==> config.mk <==
export PLATFORM = sky130hd
export DESIGN_NAME = updown_mod_counter_flat
export DESIGN_NICKNAME = d
export VERILOG_FILES = /design/src/rtl/counter_pkg.sv /design/src/rtl/updown_mod_counter_if.sv /design/src/rtl/modcount_next.sv /design/src/rtl/updown_mod_counter.sv /design/src/flat_wrapper.sv
export SDC_FILE = /design/constraint.sdc
export NUM_CORES = 1
export LEC_CHECK = 0
export CAP_MARGIN = 20
export CORE_AREA = 2 2 39 41
export DETAILED_ROUTE_END_ITERATION = 10
export DIE_AREA = 0 0 41 43
export PLACE_DENSITY = 0.65
export REMOVE_ABC_BUFFERS = 1
export SYNTH_ARGS = -nofsm -noshare
export SYNTH_HDL_FRONTEND = slang
export SYNTH_SLANG_ARGS = --single-unit
==> constraint.sdc <==
create_clock -name clk -period 1.76 [get_ports clk]
set_clock_uncertainty 0.1 [all_clocks]
set_input_delay 0.264 -clock clk [delete_from_list [all_inputs] [get_ports clk]]
set_output_delay 0.264 -clock clk [all_outputs]
set_load 0.1 [all_outputs]
==> src/rtl/counter_pkg.sv <==
// Shared constants and helpers for the modulus counter family.
package counter_pkg;

    // Direction encoding for the up input
    localparam logic DIR_UP   = 1'b1;
    localparam logic DIR_DOWN = 1'b0;

    // Boundary behaviour selected by the SATURATE parameter
    localparam int unsigned MODE_WRAP = 0;
    localparam int unsigned MODE_SAT  = 1;

    // Clamp a parallel-load value into 0 .. modulus-1 so that q can never
    // reach an out-of-range state. Fixed at 32 bits so timer blocks of any
    // width up to 32 can share it.
    function automatic logic [31:0] clamp_load(input logic [31:0] din,
                                               input int unsigned modulus);
        if (din < modulus)
            return din;
        else
            return modulus - 1;
    endfunction

endpackage

==> src/rtl/updown_mod_counter_if.sv <==
// Control/status bundle of the up/down modulus counter.
interface updown_mod_counter_if #(
    parameter int unsigned WIDTH = 3
);
    logic             sclr;
    logic             load;
    logic [WIDTH-1:0] din;
    logic             en;
    logic             up;
    logic [WIDTH-1:0] q;
    logic             tc;
    logic             ovf;

    // Controller side: drives commands, observes count and flags
    modport master (
        output sclr, load, din, en, up,
        input  q, tc, ovf
    );

    // Counter side
    modport slave (
        input  sclr, load, din, en, up,
        output q, tc, ovf
    );
endinterface

==> src/rtl/modcount_next.sv <==
// Next-count and boundary detection for one enabled step of the counter.
module modcount_next
    import counter_pkg::*;
#(
    parameter int unsigned WIDTH    = 3,
    parameter int unsigned MODULUS  = 8,
    parameter int unsigned SATURATE = MODE_WRAP
) (
    input  logic [WIDTH-1:0] q,
    input  logic             up,
    output logic [WIDTH-1:0] q_next,
    output logic             at_bound
);

    localparam logic [WIDTH:0] MAXV = (WIDTH+1)'(MODULUS - 1);

    logic [WIDTH:0] q_ext;
    logic [WIDTH:0] step;

    // Step one count in the requested direction; work one bit wider so the
    // increment past 2^WIDTH-1 is visible to the compare before truncation.
    always_comb begin
        q_ext    = {1'b0, q};
        step     = q_ext;
        at_bound = 1'b0;
        if (up == DIR_UP) begin
            step     = q_ext + 1'b1;
            at_bound = (step > MAXV);
            if (at_bound)
                step = (SATURATE == MODE_SAT) ? q_ext : '0;
        end else begin
            at_bound = (q_ext == '0);
            if (at_bound)
                step = (SATURATE == MODE_SAT) ? q_ext : MAXV;
            else
                step = q_ext - 1'b1;
        end
        q_next = step[WIDTH-1:0];
    end

endmodule

==> src/rtl/updown_mod_counter.sv <==
// Up/down counter with programmable modulus, parallel load, synchronous
// clear, wrap/saturate mode and terminal count for cascading.
// State changes on the falling edge of clk; clr is an asynchronous reset.
module updown_mod_counter
    import counter_pkg::*;
#(
    parameter int unsigned WIDTH    = 3,
    parameter int unsigned MODULUS  = 8,
    parameter int unsigned SATURATE = MODE_WRAP
) (
    input  logic                 clk,
    input  logic                 clr,
    updown_mod_counter_if.slave  bus
);

    generate
        if (WIDTH < 1) begin : g_bad_width
            $error("updown_mod_counter: WIDTH must be at least 1");
        end
        if (MODULUS < 2 || 64'(MODULUS) > (64'(1) << WIDTH)) begin : g_bad_modulus
            $error("updown_mod_counter: MODULUS must lie in 2 .. 2**WIDTH");
        end
        if (SATURATE != MODE_WRAP && SATURATE != MODE_SAT) begin : g_bad_mode
            $error("updown_mod_counter: SATURATE must be 0 or 1");
        end
    endgenerate

    logic [WIDTH-1:0] q_r;
    logic [WIDTH-1:0] q_next;
    logic [WIDTH-1:0] load_val;
    logic             ovf_r;
    logic             at_bound;
    logic             tc_c;

    modcount_next #(
        .WIDTH    (WIDTH),
        .MODULUS  (MODULUS),
        .SATURATE (SATURATE)
    ) u_next (
        .q        (q_r),
        .up       (bus.up),
        .q_next   (q_next),
        .at_bound (at_bound)
    );

    // Out-of-range load values land on the top count
    always_comb begin
        load_val = WIDTH'(clamp_load(32'(bus.din), MODULUS));
    end

    // Count register and sticky overflow: sclr > load > en > hold
    always_ff @(negedge clk or posedge clr) begin
        if (clr) begin
            q_r   <= '0;
            ovf_r <= 1'b0;
        end else if (bus.sclr) begin
            q_r   <= '0;
            ovf_r <= 1'b0;
        end else if (bus.load) begin
            q_r   <= load_val;
        end else if (bus.en) begin
            q_r   <= q_next;
            if (at_bound)
                ovf_r <= 1'b1;
        end
    end

    // Terminal count: next enabled edge crosses a boundary, suppressed while
    // any clear or load would override the count on that edge
    always_comb begin
        tc_c = bus.en & at_bound & ~clr & ~bus.sclr & ~bus.load;
    end

    assign bus.q   = q_r;
    assign bus.ovf = ovf_r;
    assign bus.tc  = tc_c;

endmodule

==> src/flat_wrapper.sv <==
// flat-port wrapper written by rule: the top's interface ports become plain ports
module updown_mod_counter_flat import counter_pkg::*;
#(
    parameter int unsigned WIDTH    = 3,
    parameter int unsigned MODULUS  = 8,
    parameter int unsigned SATURATE = MODE_WRAP
)
  (clk, clr, bus_sclr, bus_load, bus_din, bus_en, bus_up, bus_q, bus_tc, bus_ovf);
  updown_mod_counter_if #(.WIDTH(WIDTH)) bus_i ();
  input  logic clk;
  input  logic clr;
  input wire logic [$bits(bus_i.sclr)-1:0] bus_sclr;
  input wire logic [$bits(bus_i.load)-1:0] bus_load;
  input wire logic [$bits(bus_i.din)-1:0] bus_din;
  input wire logic [$bits(bus_i.en)-1:0] bus_en;
  input wire logic [$bits(bus_i.up)-1:0] bus_up;
  output wire logic [$bits(bus_i.q)-1:0] bus_q;
  output wire logic [$bits(bus_i.tc)-1:0] bus_tc;
  output wire logic [$bits(bus_i.ovf)-1:0] bus_ovf;
  assign bus_i.sclr = bus_sclr;
  assign bus_i.load = bus_load;
  assign bus_i.din = bus_din;
  assign bus_i.en = bus_en;
  assign bus_i.up = bus_up;
  assign bus_q = bus_i.q;
  assign bus_tc = bus_i.tc;
  assign bus_ovf = bus_i.ovf;
  updown_mod_counter #(.WIDTH(WIDTH), .MODULUS(MODULUS), .SATURATE(SATURATE)) u_core (.clk(clk), .clr(clr), .bus(bus_i));
endmodule
==> results.json, run 1 <==
{
  "cp.arrival_ps": 2520,
  "p_clk_frac": 0.232,
  "crit_path_max_fanout": 2,
  "p_sw_frac": 0.378,
  "synth_edf_count": 0,
  "setup_ws_ps": -1120,
  "ys_warn_count": 0,
  "min-delay-path-class": "reg -> reg",
  "grt_max_degree": 6,
  "internal_power_w": 0.000327,
  "cp-end-kind": "output pin",
  "insertion_delay_ps": 260,
  "rsz0062_at_grt": "true",
  "drt-pass1-iter-count": 4,
  "antenna_found_initial": 0,
  "slew_headroom": 0.798,
  "tns_ps": -3440,
  "clock-sinks": 4,
  "numPortBuffers": 13,
  "core_um2": 1380,
  "avgSynthCellArea_um2": 8.70,
  "crit_required_ps": 1400,
  "synth_commonest_cells": "inv_1, dfrtn_1",
  "globalRouteOverflowTotal": 0,
  "cts_tree": "yes",
  "tightest_slew_ps": 301,
  "drive_gt1_frac": 0.627,
  "critical_path.max_stage_delay_ps": 370,
  "async_flop_share": 1.00,
  "root_buffer": "clkbuf_4",
  "grt_pass1_wl_um": 2420,
  "synthFlopType": "dfrtn_1",
  "drc_errors": 0,
  "cts.path.max_buffers": 2,
  "violations": "setup timing",
  "start_util": 0.258,
  "gp_congestion": 0.741,
  "p_leak_nw": 0.440,
  "antenna_cells": 0,
  "wire_per_inst_um": 17.1,
  "holdBufCountCts": 0,
  "switching_power_w": 0.000199,
  "setup_viol": 8,
  "ys_ff_latch": 4,
  "die_h_um": 43,
  "final_antenna_net_count": 0,
  "yosysMostFrequentCell": "inv_1",
  "netlist_top_cells_area": "dfrtn_1, ha_1, inv_1",
  "status": "finished, violations left",
  "comb_power_share": 0.564,
  "hold_viol_final": 0,
  "cts_htree_levels": 1,
  "die_area_um2": 1760,
  "seq_power_share": 0.204,
  "syn_area_um2": 357,
  "yosysUniqueCellTypes": 22,
  "path_cells": "inv_2, ha_4, nor3b_4, nor2_1, nor4_2, bufbuf_16",
  "slew_viol_final": 0,
  "fillers": 94,
  "netlist_instances": 41,
  "synth_top_area_share": 0.281,
  "die_width_um": 41,
  "critPathSlowestCell": "dfrtn_1",
  "hpwl_um": 892,
  "critPathBufInv": 2,
  "dr.first_iter.drc_count": 11,
  "yosysSeqAreaShare": 0.281,
  "power_density_nw_per_um2": 549,
  "total_power_w": 0.000526,
  "clkSlewWorstSetupHoldPaths_ps": 40,
  "area_growth_syn_to_layout_pct": 169,
  "drt_wl_total_um": 1700,
  "nets": 97,
  "synth.largest_area_cell": "dfrtn_1",
  "maxCapViolations": 0,
  "vias_per_cell": 5.04,
  "cts-buffers-inserted": 3,
  "rows": 14,
  "io_pins": 14,
  "criticalPathCategory": "reg -> out",
  "start_kind": "register",
  "crit_family": "buffers and inverters",
  "grt_pass1_vias": 518,
  "gr-usage-all-layers": 0.213,
  "num_vias": 499,
  "ir_worst_vdd_mv": 0.399
}
-- metrics by stage --
stage	instance area (um2)	worst slack, ps	hold slack (ps)	std cells	utilization
global placement	654	-915	442	83	0.473
global route	958	-1180	501	99	0.693
CTS	882	-1040	445	94	0.637
floorplan	357	-2690	618	41	-
detailed placement	654	-989	441	83	0.473
finish	958	-1120	472	99	0.693
-- power groups by stage --
stage | clock, W | sequential [W] | combinational (W)
after global placement | 0 | 0.000105 | 0.000194
after CTS | 0.000117 | 0.000107 | 0.000260
after global routing | 0.000128 | 0.000107 | 0.000307
after detailed placement | 0 | 0.000106 | 0.000198
after floorplan | 0 | 0.000156 | 0.0000453
final | 0.000122 | 0.000107 | 0.000297
-- path summary, 6_finish.rpt --
| kind | slack [ps] | to | cells after the start | from |
|---|---|---|---|---|
| setup / recovery | -1120 | bus_tc | 6 | u_core.bus.q[0] |
| hold / removal | 470 | u_core.bus.ovf | 2 | u_core.bus.ovf |
| setup reg to reg | -50 | u_core.bus.q[2] | 8 | u_core.bus.q[1] |
| hold reg to reg | 470 | u_core.bus.ovf | 2 | u_core.bus.ovf |
| max in group asynchronous | 410 | u_core.bus.q[2] | 2 | clr |
| min in group asynchronous | 960 | u_core.bus.ovf | 2 | clr |
-- per-layer routing --
metal / vias to the layer above / GRT usage / share of wire
li1: 236 / - / -
met1: 240 / 0.232 / 0.36
met2: 19 / 0.400 / 0.58
met3: 4 / 0.0157 / 0.034
met4: 0 / 0.0600 / 0.022
met5: - / 0 / 0
-- cell families (layout without fill, tap and decap cells) --
kind of cell	Yosys count	after routing	synth area share
and+or+nand+nor	17	17	0.326
AOI/OAI and AO/OA	10	10	0.214
buffers and inverters	7	49	0.0737
DFF	4	4	0.281
adders and majority gates	3	3	0.105
-- cell usage in the layout, fill, tap and decap left out, types with 2 or more instances in the layout --
cell,netlist,final
clkdlybuf4s50_1,0,3
nor2b_1,2,2
nor4_2,1,2
buf_4,0,14
dfrtn_1,4,4
inv_1,7,5
nor4_4,0,2
buf_12,0,5
inv_2,0,2
a21oi_1,3,3
buf_6,0,13
clkbuf_4,0,3
ha_1,3,2
nand2_1,3,3
-- state kept, by name, summed over array words and instances (netlist names) --
name,flops
u_core.bus.ovf,1
u_core.bus.q,3
-- what timing repair did --
item                                    4_1_cts  5_1_grt
pin swaps                                    11        7
setup buffers                                10        7
cloned                                        0        0
endpoints found under the setup margin        9        9
resized for setup                            45        8
-- cell type report --
cell class	instances	area (um2)	share of cell area
inverter	7	26.3	0.0274
tap	16	20.0	0.0209
timing repair buffer	39	450	0.470
multi-input combinational	30	339	0.354
sequential	4	100	0.104
clock buffer	3	22.5	0.0235
-- tightest hold or removal path, stage by stage (launching register included) --
cell	delay, ps
dfrtn_1	460
inv_1	50
a21oi_1	130
No activity file was read; power rests on OpenSTA's default activity.
==> inputs of run 2 (changes only) <==
Settings changed: REMOVE_ABC_BUFFERS 1 to unset.
Clock period 1.76 ns to 3.1 ns, I/O delays scaled along.
==> results.json, run 2 (synthesis gave the netlist of run 1 again) <==
{
  "status": "finished, violations left",
  "violations": "setup timing",
  "p_sw_frac": 0.366,
  "grt_pass1_wl_um": 1990,
  "antenna_found_initial": 0,
  "p_clk_frac": 0.248,
  "setup_ws_ps": -540,
  "clock-sinks": 4,
  "final_common_cell": "buf_4",
  "syn_nets": 53,
  "slew_headroom": 0.772,
  "criticalPathCategory": "reg -> out",
  "die_h_um": 43,
  "fillers": 117,
  "rsz0062_at_grt": "true",
  "cts-buffers-inserted": 3,
  "switching_power_w": 0.0000968,
  "gr-usage-all-layers": 0.175,
  "final_antenna_net_count": 0,
  "comb_power_share": 0.525,
  "power_density_nw_per_um2": 329,
  "hp-start": "u_core.bus.ovf",
  "io_pins": 14,
  "final_cell_count_no_fill": 91,
  "r2r_start": "u_core.bus.q[0]",
  "ir_worst_vdd_mv": 0.250,
  "root_buffer": "clkbuf_4",
  "vias_per_cell": 4.76,
  "min-delay-path-class": "reg -> reg",
  "cts_htree_levels": 1,
  "maxCapViolations": 0,
  "num_vias": 433,
  "final_cell_mix": "buf_4, clkdlybuf4s50_1, inv_1, buf_12, buf_6",
  "die_area_um2": 1760,
  "internal_power_w": 0.000168,
  "p_leak_nw": 0.372,
  "wire_per_inst_um": 13.0,
  "start_util": 0.258,
  "grt_pass1_vias": 498,
  "holdBufCountCts": 0,
  "drt-pass1-iter-count": 3,
  "placed_cells": 83,
  "grt_max_degree": 8,
  "nets": 89,
  "seq_power_share": 0.227,
  "largest_reg_flops": 3,
  "area_growth_syn_to_layout_pct": 125,
  "cts.path.max_buffers": 2,
  "cts_tree": "yes",
  "rr_worst_depth": 7,
  "globalRouteOverflowTotal": 0,
  "crit_required_ps": 2530,
  "numPortBuffers": 13,
  "drive_gt1_frac": 0.507,
  "antenna_cells": 0,
  "drc_errors": 0,
  "tightest_slew_ps": 338,
  "gp_congestion": 0.818,
  "crit_start": "u_core.bus.q[1]",
  "tns_ps": -925,
  "insertion_delay_ps": 250,
  "hold_viol_final": 0,
  "dr.first_iter.drc_count": 7,
  "setup_viol": 4,
  "hpwl_um": 837,
  "rrSetupSlack_ps": 1360,
  "clkSlewWorstSetupHoldPaths_ps": 30,
  "cp-end-kind": "output pin",
  "drt_wl_total_um": 1190,
  "rows": 14,
  "crit_path_max_fanout": 2,
  "die_width_um": 41,
  "holdPathStages": 2,
  "core_um2": 1380,
  "slew_viol_final": 0,
  "start_kind": "register",
  "cp.arrival_ps": 3080
}
-- run 2: what timing repair did --
action | 4_1_cts | 5_1_grt
cloned | 0 | 0
pin swaps | 3 | 1
endpoints found under the hold margin | 0 | 0
setup buffers | 4 | 1
gates resized for setup | 13 | 5
setup endpoints to repair | 5 | 8
-- run 2: through the flow --
stage          setup slack [ps]  total power (W)  hold WS, ps   util  cell area [um2]
3_5_place_dp               -465         0.000174          450  0.483              668
4_1_cts                    -538         0.000260          450  0.552              763
3_3_place_gp               -390         0.000172          439  0.483              668
6_report                   -540         0.000264          442  0.580              803
2_1_floorplan             -1570         0.000116          861      -              370
5_1_grt                    -597         0.000280          510  0.580              803
-- run 2: final cells by class --
class,count,area [um2],area share
inverter,7,26.3,0.0327
clock buffer,3,22.5,0.0280
multi-input combinational,30,299,0.372
timing repair buffer,31,335,0.417
sequential,4,100,0.125
tap,16,20.0,0.0249
-- run 2: path summary, 6_finish.rpt --
path                                    to
setup reg to reg           u_core.bus.q[2]
min in group asynchronous  u_core.bus.q[2]
setup / recovery                    bus_tc
hold / removal              u_core.bus.ovf
hold reg to reg             u_core.bus.ovf
max in group asynchronous   u_core.bus.ovf
-- run 2: worst max-delay path, stage by stage (launching register included) --
cell and delay (ps):
dfrtn_1 350, inv_2 90, ha_4 140, nor3b_4 220, nor2_2 80, nor4_4 190
buf_12 210
-- run 2: routing by layer --
metal,GRT usage,routed length (um)
met1,0.203,488
met2,0.275,657
met5,0,0
met3,0.0157,39
met4,0.133,0
-- run 2: power by group through the flow --
stage / logic [W] / registers (W) / clock network [W]
after floorplan: 0.0000270 / 0.0000885 / 0
after global placement: 0.000112 / 0.0000597 / 0
after detailed placement: 0.000114 / 0.0000597 / 0
after CTS: 0.000129 / 0.0000599 / 0.0000709
after global routing: 0.000148 / 0.0000604 / 0.0000716
final: 0.000139 / 0.0000600 / 0.0000656
==> inputs of run 3 (changes only) <==
Settings changed: CORE_AREA 2 2 39 41 to 10 10 47 49, DIE_AREA 0 0 41 43 to 0 0 57 59.
==> results.json, run 3 (synthesis gave the netlist of run 1 again) <==
{
  "status": "finished, violations left",
  "violations": "setup timing",
  "die_h_um": 59,
  "crit_required_ps": 2530,
  "vias_per_cell": 4.81,
  "crit_path_max_fanout": 3,
  "grt_pass1_vias": 516,
  "final_cell_count_no_fill": 95,
  "tightest_slew_ps": 333,
  "rsz0062_at_grt": "true",
  "largest_reg_flops": 3,
  "hold_viol_final": 0,
  "slew_headroom": 0.776,
  "drive_gt1_frac": 0.519,
  "globalRouteOverflowTotal": 0,
  "gr-usage-all-layers": 0.0866,
  "syn_nets": 53,
  "cts_htree_levels": 1,
  "total_power_w": 0.000268,
  "insertion_delay_ps": 240,
  "final_common_cell": "buf_4",
  "cts_tree": "yes",
  "area_growth_syn_to_layout_pct": 136,
  "maxCapViolations": 0,
  "p_leak_nw": 0.386,
  "placed_cells": 88,
  "hold_end": "u_core.bus.ovf",
  "final_cell_mix": "buf_4, clkdlybuf4s50_1, buf_6, inv_1, buf_12",
  "utilization": 0.601,
  "fillers": 128,
  "power_density_nw_per_um2": 319,
  "drt-pass1-iter-count": 4,
  "slew_viol_final": 0,
  "start_kind": "register",
  "grt_pass1_wl_um": 2330,
  "hpwl_um": 1030,
  "timing.rr.end": "u_core.bus.q[2]",
  "holdPathStages": 2,
  "r2r_start": "u_core.bus.q[0]",
  "start_util": 0.254,
  "dr.first_iter.drc_count": 1,
  "clkSlewWorstSetupHoldPaths_ps": 30,
  "hp-start": "u_core.bus.ovf",
  "wire_per_inst_um": 15.1,
  "num_vias": 457,
  "rr_worst_depth": 7,
  "drc_errors": 0,
  "gp_congestion": 0.866,
  "holdBufCountCts": 0,
  "dp_slack_ps": -493,
  "min-delay-path-class": "reg -> reg",
  "setup_viol": 4,
  "nets": 93,
  "die_width_um": 57,
  "io_pins": 14,
  "cp-end-kind": "output pin",
  "final_antenna_net_count": 0,
  "setup_ws_ps": -547,
  "antenna_cells": 0,
  "cts.path.max_buffers": 2,
  "core_um2": 1400,
  "rows": 14,
  "die_area_um2": 3360,
  "root_buffer": "clkbuf_4",
  "grt_max_degree": 6,
  "drt_wl_total_um": 1430,
  "clock-sinks": 4,
  "criticalPathCategory": "reg -> out",
  "rrSetupSlack_ps": 1390,
  "antenna_found_initial": 0,
  "cp.arrival_ps": 3080,
  "numPortBuffers": 13,
  "ir_worst_vdd_mv": 0.207,
  "cts-buffers-inserted": 3
}
==> run 3: cell count changes in the layout (fill, tap and decap cells not counted) <==
cell            before  now
and4_1               0    1
and4_4               1    0
buf_4               13   16
dlymetal6s2s_1       1    0
buf_6                5    6
dlygate4sd2_1        1    2
o32ai_4              0    1
o32ai_2              1    0
==> run 3: worst max-delay path by stage <==
stage	start	endpoint
after global placement	u_core.bus.q[1]	bus_tc
after detailed placement	u_core.bus.q[1]	bus_tc
final	u_core.bus.q[1]	bus_tc
after CTS	u_core.bus.q[1]	bus_tc
after floorplan	u_core.bus.q[0]	bus_tc
after global routing	u_core.bus.q[1]	bus_tc
==> run 3: power by group <==
group	total, W	internal [W]	switching [W]
clock	0.0000632	0.0000432	0.0000200
sequential	0.0000610	0.0000567	0.00000429
combinational	0.000144	0.0000712	0.0000730
total	0.000268	0.000171	0.0000973
==> run 3: cell type report <==
cell class                 instances  area, um2  area share
clock buffer                       3       22.5      0.0267
timing repair buffer              35        365       0.434
tap                               16       20.0      0.0238
multi-input combinational         30        308       0.366
sequential                         4        100       0.119
inverter                           7       26.3      0.0312
==> run 3: metrics by stage <==
| stage | hold WS (ps) | area, um2 | TNS [ps] |
|---|---|---|---|
| floorplan | 861 | 370 | -1710 |
| finish | 450 | 842 | -965 |
| global route | 495 | 842 | -1130 |
| detailed placement | 461 | 706 | -1750 |
| CTS | 461 | 808 | -952 |
| global placement | 446 | 706 | -1640 |
==> run 3: critical path, cell delays in order, from the launching register on <==
cell and delay [ps]:
dfrtn_1 370, inv_2 90, ha_4 130, nor3b_4 220, nor2_2 70, nor4_4 180, buf_12 210
==> run 3: per-layer routing <==
| layer | share of wire | global-route usage | vias up |
|---|---|---|---|
| li1 | - | - | 226 |
| met1 | 0.38 | 0.0848 | 215 |
| met2 | 0.55 | 0.155 | 12 |
| met3 | 0.054 | 0.0258 | 4 |
| met4 | 0.024 | 0.0570 | 0 |
| met5 | 0 | 0 | - |
==> run 3: timing repair <==
action	in CTS	in global routing
setup buffers	4	1
pin swaps	2	0
gates resized for setup	13	7
setup endpoints to repair	8	6
